### config.mk
export PLATFORM = sky130hd
export DESIGN_NAME = fifo_wr_arbiter_flat
export DESIGN_NICKNAME = d
export VERILOG_FILES = /design/src/rtl/fifo_pkg.sv /design/src/rtl/fifo_wr_arbiter_if.sv /design/src/rtl/rr_priority_pick.sv /design/src/rtl/fifo_wr_arbiter.sv /design/src/flat_wrapper.sv
export SDC_FILE = /design/constraint.sdc
export NUM_CORES = 1
export LEC_CHECK = 0
export BUFFER_PORTS_ARGS = -buffer_cell sky130_fd_sc_hd__clkbuf_2
export CORE_UTILIZATION = 40
export CTS_CLUSTER_DIAMETER = 50
export DETAILED_ROUTE_END_ITERATION = 12
export PLACE_DENSITY = 0.76
export SETUP_SLACK_MARGIN = 0.5
export SKIP_LAST_GASP = 1
export SYNTH_ARGS = -nofsm -noshare
export SYNTH_HDL_FRONTEND = slang
export SYNTH_SLANG_ARGS = --single-unit
### constraint.sdc
create_clock -name w_clk -period 2.5 [get_ports w_clk]
set_input_delay 0.5 -clock w_clk [delete_from_list [all_inputs] [get_ports w_clk]]
set_output_delay 0.5 -clock w_clk [all_outputs]
set_load 0.05 [all_outputs]
### src/rtl/fifo_pkg.sv
// Shared types and helpers for the FIFO write-side (and read-side) schedulers.
package fifo_pkg;

  localparam int NREQ_MAX = 8;
  localparam int IDX_W    = 3;

  typedef enum logic {
    ARB_IDLE  = 1'b0,
    ARB_GRANT = 1'b1
  } arb_state_e;

  // Round-robin winner: first set bit of req searching upward from last_winner+1, wrapping at n.
  // Returns last_winner unchanged when nothing is requesting.
  function automatic logic [IDX_W-1:0] rr_pick(input logic [NREQ_MAX-1:0] req,
                                               input logic [IDX_W-1:0]    last_winner,
                                               input int                  n);
    logic [IDX_W-1:0] w;
    int c;
    w = last_winner;
    for (int k = n; k >= 1; k--) begin
      c = (int'(last_winner) + k) % n;
      if (req[c[IDX_W-1:0]]) w = c[IDX_W-1:0];
    end
    return w;
  endfunction

  function automatic logic [NREQ_MAX-1:0] onehot(input logic [IDX_W-1:0] idx);
    logic [NREQ_MAX-1:0] v;
    v      = '0;
    v[idx] = 1'b1;
    return v;
  endfunction

endpackage

### src/rtl/fifo_wr_arbiter_if.sv
// Requester/FIFO-side bundle of the write arbiter. master = arbiter, slave = requesters + FIFO.
interface fifo_wr_arbiter_if #(
  parameter int NREQ = 4,
  parameter int DW   = 8
);
  logic [NREQ-1:0]    req;
  logic [NREQ-1:0]    last;
  logic [NREQ*DW-1:0] data;
  logic               full;
  logic [NREQ-1:0]    gnt;
  logic [NREQ-1:0]    acc;
  logic               w_en;
  logic [DW-1:0]      w_data;
  logic               busy;

  modport master (
    input  req, last, data, full,
    output gnt, acc, w_en, w_data, busy
  );

  modport slave (
    output req, last, data, full,
    input  gnt, acc, w_en, w_data, busy
  );
endinterface

### src/rtl/rr_priority_pick.sv
// Combinational round-robin picker: rotate req so last_winner+1 sits at bit 0,
// priority-encode the lowest set bit, then rotate the index back.
module rr_priority_pick #(
  parameter int NREQ = 4,
  parameter int IW   = $clog2(NREQ)
) (
  input  logic [NREQ-1:0] req,
  input  logic [IW-1:0]   last_winner,
  output logic [IW-1:0]   winner,
  output logic            valid
);

  logic [NREQ-1:0] rot;
  logic [IW-1:0]   src;
  logic [IW-1:0]   k;
  logic            found;

  // rotate, encode, unrotate
  always_comb begin
    rot    = '0;
    src    = '0;
    k      = '0;
    found  = 1'b0;
    for (int i = 0; i < NREQ; i++) begin
      src    = IW'((int'(last_winner) + 1 + i) % NREQ);
      rot[i] = req[src];
    end
    for (int i = 0; i < NREQ; i++) begin
      if (!found && rot[i]) begin
        found = 1'b1;
        k     = IW'(i);
      end
    end
    valid  = |rot;
    winner = IW'((int'(last_winner) + 1 + int'(k)) % NREQ);
  end

endmodule

### src/rtl/fifo_wr_arbiter.sv
// Round-robin write-port arbiter in front of the async FIFO write pointer logic.
//
//   state     | meaning
//   ----------+-------------------------------------------------------------
//   ARB_IDLE  | no owner; pick next requester (1-cycle arbitration bubble)
//   ARB_GRANT | owner holds the write port until last, burst cap or withdraw
module fifo_wr_arbiter
  import fifo_pkg::*;
#(
  parameter int NREQ      = 4,
  parameter int DW        = 8,
  parameter int MAX_BURST = 8
) (
  input  logic               w_clk,
  input  logic               wrst_n,
  fifo_wr_arbiter_if.master  bus
);

  localparam int IW = $clog2(NREQ);
  localparam int CW = (MAX_BURST > 1) ? $clog2(MAX_BURST) : 1;

  arb_state_e          state_q, state_d;
  logic [NREQ-1:0]     gnt_q, gnt_d;
  logic [IW-1:0]       lw_q, lw_d;
  logic [CW-1:0]       cnt_q, cnt_d;
  logic [IW-1:0]       pick;
  logic                pick_valid;
  logic [NREQ_MAX-1:0] pick_oh;
  logic                req_o;
  logic                last_o;
  logic [DW-1:0]       data_o;
  logic                beat;
  logic                rel;

  rr_priority_pick #(.NREQ(NREQ), .IW(IW)) u_pick (
    .req         (bus.req),
    .last_winner (lw_q),
    .winner      (pick),
    .valid       (pick_valid)
  );

  assign pick_oh = onehot(IDX_W'(pick));

  if (NREQ < NREQ_MAX) begin : g_unused
    logic unused_oh;
    assign unused_oh = ^pick_oh[NREQ_MAX-1:NREQ];
  end

  // last_winner doubles as the owner index while in GRANT
  always_comb begin
    req_o  = 1'b0;
    last_o = 1'b0;
    data_o = '0;
    for (int i = 0; i < NREQ; i++) begin
      if (lw_q == IW'(i)) begin
        req_o  = bus.req[i];
        last_o = bus.last[i];
        data_o = bus.data[i*DW +: DW];
      end
    end
  end

  assign beat        = (state_q == ARB_GRANT) & req_o & ~bus.full;
  assign rel         = (beat & last_o) | (beat & (cnt_q == CW'(MAX_BURST - 1))) | ~req_o;
  assign bus.w_en    = beat;
  assign bus.acc     = beat ? gnt_q : '0;
  assign bus.w_data  = beat ? data_o : '0;
  assign bus.gnt     = gnt_q;
  assign bus.busy    = (state_q == ARB_GRANT);

  // next-state, grant, burst counter
  always_comb begin
    state_d = state_q;
    gnt_d   = gnt_q;
    lw_d    = lw_q;
    cnt_d   = cnt_q;
    unique case (state_q)
      ARB_IDLE: begin
        if (pick_valid) begin
          state_d = ARB_GRANT;
          gnt_d   = pick_oh[NREQ-1:0];
          lw_d    = pick;
          cnt_d   = '0;
        end
      end
      ARB_GRANT: begin
        if (beat) cnt_d = cnt_q + 1'b1;
        if (rel) begin
          state_d = ARB_IDLE;
          gnt_d   = '0;
          cnt_d   = '0;
        end
      end
      default: begin
        state_d = ARB_IDLE;
        gnt_d   = '0;
        cnt_d   = '0;
      end
    endcase
  end

  // state registers; reset gives requester 0 first priority
  always_ff @(posedge w_clk or negedge wrst_n) begin
    if (!wrst_n) begin
      state_q <= ARB_IDLE;
      gnt_q   <= '0;
      lw_q    <= IW'(NREQ - 1);
      cnt_q   <= '0;
    end else begin
      state_q <= state_d;
      gnt_q   <= gnt_d;
      lw_q    <= lw_d;
      cnt_q   <= cnt_d;
    end
  end

endmodule
### src/flat_wrapper.sv
// flat-port wrapper written by rule: the top's interface ports become plain ports
module fifo_wr_arbiter_flat import fifo_pkg::*;
#(
  parameter int NREQ      = 4,
  parameter int DW        = 8,
  parameter int MAX_BURST = 8
)
  (w_clk, wrst_n, bus_req, bus_last, bus_data, bus_full, bus_gnt, bus_acc, bus_w_en, bus_w_data, bus_busy);
  fifo_wr_arbiter_if #(.NREQ(NREQ), .DW(DW)) bus_i ();
  input  logic w_clk;
  input  logic wrst_n;
  input wire logic [$bits(bus_i.req)-1:0] bus_req;
  input wire logic [$bits(bus_i.last)-1:0] bus_last;
  input wire logic [$bits(bus_i.data)-1:0] bus_data;
  input wire logic [$bits(bus_i.full)-1:0] bus_full;
  output wire logic [$bits(bus_i.gnt)-1:0] bus_gnt;
  output wire logic [$bits(bus_i.acc)-1:0] bus_acc;
  output wire logic [$bits(bus_i.w_en)-1:0] bus_w_en;
  output wire logic [$bits(bus_i.w_data)-1:0] bus_w_data;
  output wire logic [$bits(bus_i.busy)-1:0] bus_busy;
  assign bus_i.req = bus_req;
  assign bus_i.last = bus_last;
  assign bus_i.data = bus_data;
  assign bus_i.full = bus_full;
  assign bus_gnt = bus_i.gnt;
  assign bus_acc = bus_i.acc;
  assign bus_w_en = bus_i.w_en;
  assign bus_w_data = bus_i.w_data;
  assign bus_busy = bus_i.busy;
  fifo_wr_arbiter #(.NREQ(NREQ), .DW(DW), .MAX_BURST(MAX_BURST)) u_core (.w_clk(w_clk), .wrst_n(wrst_n), .bus(bus_i));
endmodule
==> implementation parameters <==
Parameter                              Value

Status
  Run status    finished with violations
  Violated checks    setup timing

GRT
  Initial antenna violation count    0
  Gr busiest metal    met2
  Met2 usage in global routing    47.0%
  Via count of the first global-routing pass    1196
  Global routing usage on met1    25.7%
  Met3 usage in global routing    2.50%
  GRT Total Usage    23.5%
  Total overflow reported by the global router    0
  First-pass GRT wire length    5060 um
  Largest net degree at the start of global routing    19

Setup path
  Data arrival time at the worst-slack endpoint    2130 ps
  Critical path data required time    2000 ps
  Max FO, Critical Path    8
  Type of origin of the critical path    flop
  Type of element capturing the critical path    output port
  Type of the worst setup path    flop to output port

Synthesis
  Top area cells in the synthesized netlist    dfrtp_1 18%, ha_1 8.0%, a21oi_1 6.9%
  Ranking of synthesized cells by instance count    19 x nor2_1, 15 x a21oi_1, 9 x nor3_1, 8 x a221oi_1, 8 x dfrtp_1
  Sequential share of the synthesized area    23.1%
  Proportion of netlist area held by the largest area contributor    18.3%
  Top_reg_cell synth    dfrtp_1
  Number of enable-type register cells in the synthesized netlist    0
  Async set-reset flop share out of synthesis    100%
  Number of standard cells after synthesis    133
  Largest area contributor in the synthesized netlist    dfrtp_1
  Synthesized flop and latch total    10
  Most common cell in the synthesized netlist    nor2_1
  Total nets after synthesis    183
  Post-Synthesis Cell Area    0.00109 mm2
  Mean instance size in the synthesized netlist    8.21 um2
  Number of warning messages in the yosys log    0
  Number of distinct library cells after synthesis    44

STA
  Share of the cycle needed by the critical path after routing    105%
  Relative slew slack    61.9%
  Final Skew    3.59 ps
  Fin. max-slew vios    0
  Count of endpoints failing hold in the final timing report    0
  Peak clock frequency supported by timing    381 MHz
  Slew at the pin closest to its max-slew limit    566 ps
  RSZ-0062 raised after global routing    yes
  Smallest setup slack after layout    -126 ps
  Final-report setup violation count    13
  Final period demand of the worst path    2630 ps
  Final worst hold slack    93.9 ps

Clocking
  CTS Buffer Depth    2
  # hold bufs at CTS    0
  Clock buffer count from CTS    3
  H-tree depth    1
  Skew-Pair Late Insertion Delay    260 ps
  CTS tree    built
  Clock root cell    clkbuf_4
  CTS Sinks    10
  Clock-pin slew reported for the worst setup and hold paths after clock tree synthesis    70 ps

Floorplanning
  Number of top-level design ports    61
  Floorplan Core Area    0.00252 mm2
  Area of the die    0.00294 mm2
  Die outline width    54.3 um
  Row count    18
  Die extent in y    54.3 um
  Initial core utilization    43.3%

Routing
  Drt drc    0
  Detail Route Antenna Nets    0
  Via Count    1310
  Routed wire per std cell    14.7 um
  Per-cell via count in the routed design    5.53
  Total wirelength of the detailed-routed design    3490 um
  Number of DRC markers after the initial detailed-route iteration    19
  Detailed-router iteration count before antenna repair    4

Final layout
  Syn-to-layout area delta    74.8%
  N_diodes    0
  Post-layout net count    258
  Number of fill cells    182
  Fraction of layout instances using a drive strength above 1    61.8%

Placed design
  Port Buffers    60
  Routability Congestion    0.743
  Placed wire-length estimate    2530 um
  Post-Place Worst Slack    -111 ps

Power
  Power Total    2.68 mW
  Part of the total power dissipated in sequential elements    11.5%
  Power density relative to cell area    1410 mW/mm2
  Clock Power Share    5.2%
  Leakage    0.875 nW
  Highest ir drop seen on vdd    0.00107 V
  Switching share of total power    50.5%
  Cell-internal power    1.33 mW
  Combinational Power Share    83.3%
  NetSw    1.36 mW

Min path
  Hold WC Path Type    input port to asynchronous set/reset pin

Job
  Max_cap viols    0
[layout by cell type, fill, tap and decap left out, drive strengths merged, types with 2 or more instances in the layout]
cell,count
nand2,8
a21oi,15
and2,4
ha,7
dfstp,2
o311ai,2
xnor2,2
a221oi,9
nor2,20
dfrtp,8
o2bb2ai,2
nor3,9
nor2b,4
inv,9
clkbuf,54
o21ai,7
mux2,2
buf,27
[critical path, stage by stage, from the launching register on]
cell	delay (ps)
dfstp_2	590
inv_4	60
ha_4	180
and3b_2	260
a2111oi_4	40
nor2_2	180
nand2_4	100
buf_12	170
nor2_4	130
buf_12	140
[final timing paths]
path                            cells after the start                         from                             to  slack, ps
worst max-delay path                                9   u_core.lw_q[1]$_DFFE_PN1P_                  bus_w_data[3]       -130
worst min-delay path                                1                       wrst_n  u_core.bus.gnt[3]$_DFFE_PN0P_         90
worst max register to register                     11   u_core.lw_q[1]$_DFFE_PN1P_  u_core.bus.gnt[3]$_DFFE_PN0P_        240
worst min register to register                      2  u_core.cnt_q[1]$_DFFE_PN0P_    u_core.cnt_q[1]$_DFFE_PN0P_        510
max in group asynchronous                           1                       wrst_n     u_core.lw_q[0]$_DFFE_PN1P_       2150
min in group w_clk                                  2  u_core.cnt_q[1]$_DFFE_PN0P_    u_core.cnt_q[1]$_DFFE_PN0P_        510
[metrics by stage]
| step | setup TNS (ps) | instance area, um2 | utilization [%] | cells |
|---|---|---|---|---|
| after CTS | -1370 | 1840 | 72.9 | 234 |
| after global placement | 0 | 1580 | 62.8 | 224 |
| after detailed placement | -498 | 1580 | 62.8 | 224 |
| after global routing | -2090 | 1910 | 75.7 | 237 |
| after floorplan | 0 | 1210 | - | 133 |
| final | -1270 | 1910 | 75.7 | 237 |
[cell families after synthesis]
kind of cell / share of synthesized area (%)
fa+ha+maj: 8.02
simple gates: 24.9
buf+inv: 6.87
compound gates: 32.8
xor+xnor: 2.29
mux: 2.06
flops: 23.1
[final cells by class]
class	instances	area, um2	share of cell area [%]
Clock buffer	4	36.3	1.90
Inverter	9	48.8	2.56
Multi-Input combinational cell	107	932	48.8
Sequential cell	10	253	13.2
Tap cell	30	37.5	1.97
Timing Repair Buffer	77	602	31.5
[state kept, by name, summed over array words and instances, names as in the netlist]
| signal | count |
|---|---|
| u_core.cnt_q | 3 |
| u_core.bus.gnt | 4 |
| u_core.lw_q | 2 |
| u_core.bus.busy | 1 |
[power by group through the flow]
| stage | registers, mW | clock network, mW | logic (mW) |
|---|---|---|---|
| 2_1_floorplan | 0.378 | 0 | 1.34 |
| 4_1_cts | 0.301 | 0.143 | 2.09 |
| 3_5_place_dp | 0.295 | 0 | 1.80 |
| 5_1_grt | 0.316 | 0.153 | 2.38 |
| 6_report | 0.308 | 0.140 | 2.24 |
| 3_3_place_gp | 0.289 | 0 | 1.73 |
[metal layers]
| layer | vias up | wire length (um) |
|---|---|---|
| li1 | 641 | - |
| met1 | 610 | 1360 |
| met2 | 59 | 1860 |
| met3 | 0 | 274 |
| met4 | 0 | 0 |
| met5 | - | 0 |
[repair_timing]
item	in CTS	in global routing
hold endpoints to repair	0	0
gates resized for setup	37	18
pin swaps	11	1
setup endpoints to repair	22	22
setup buffers	6	3
No activity file was read; power rests on OpenSTA's default activity.
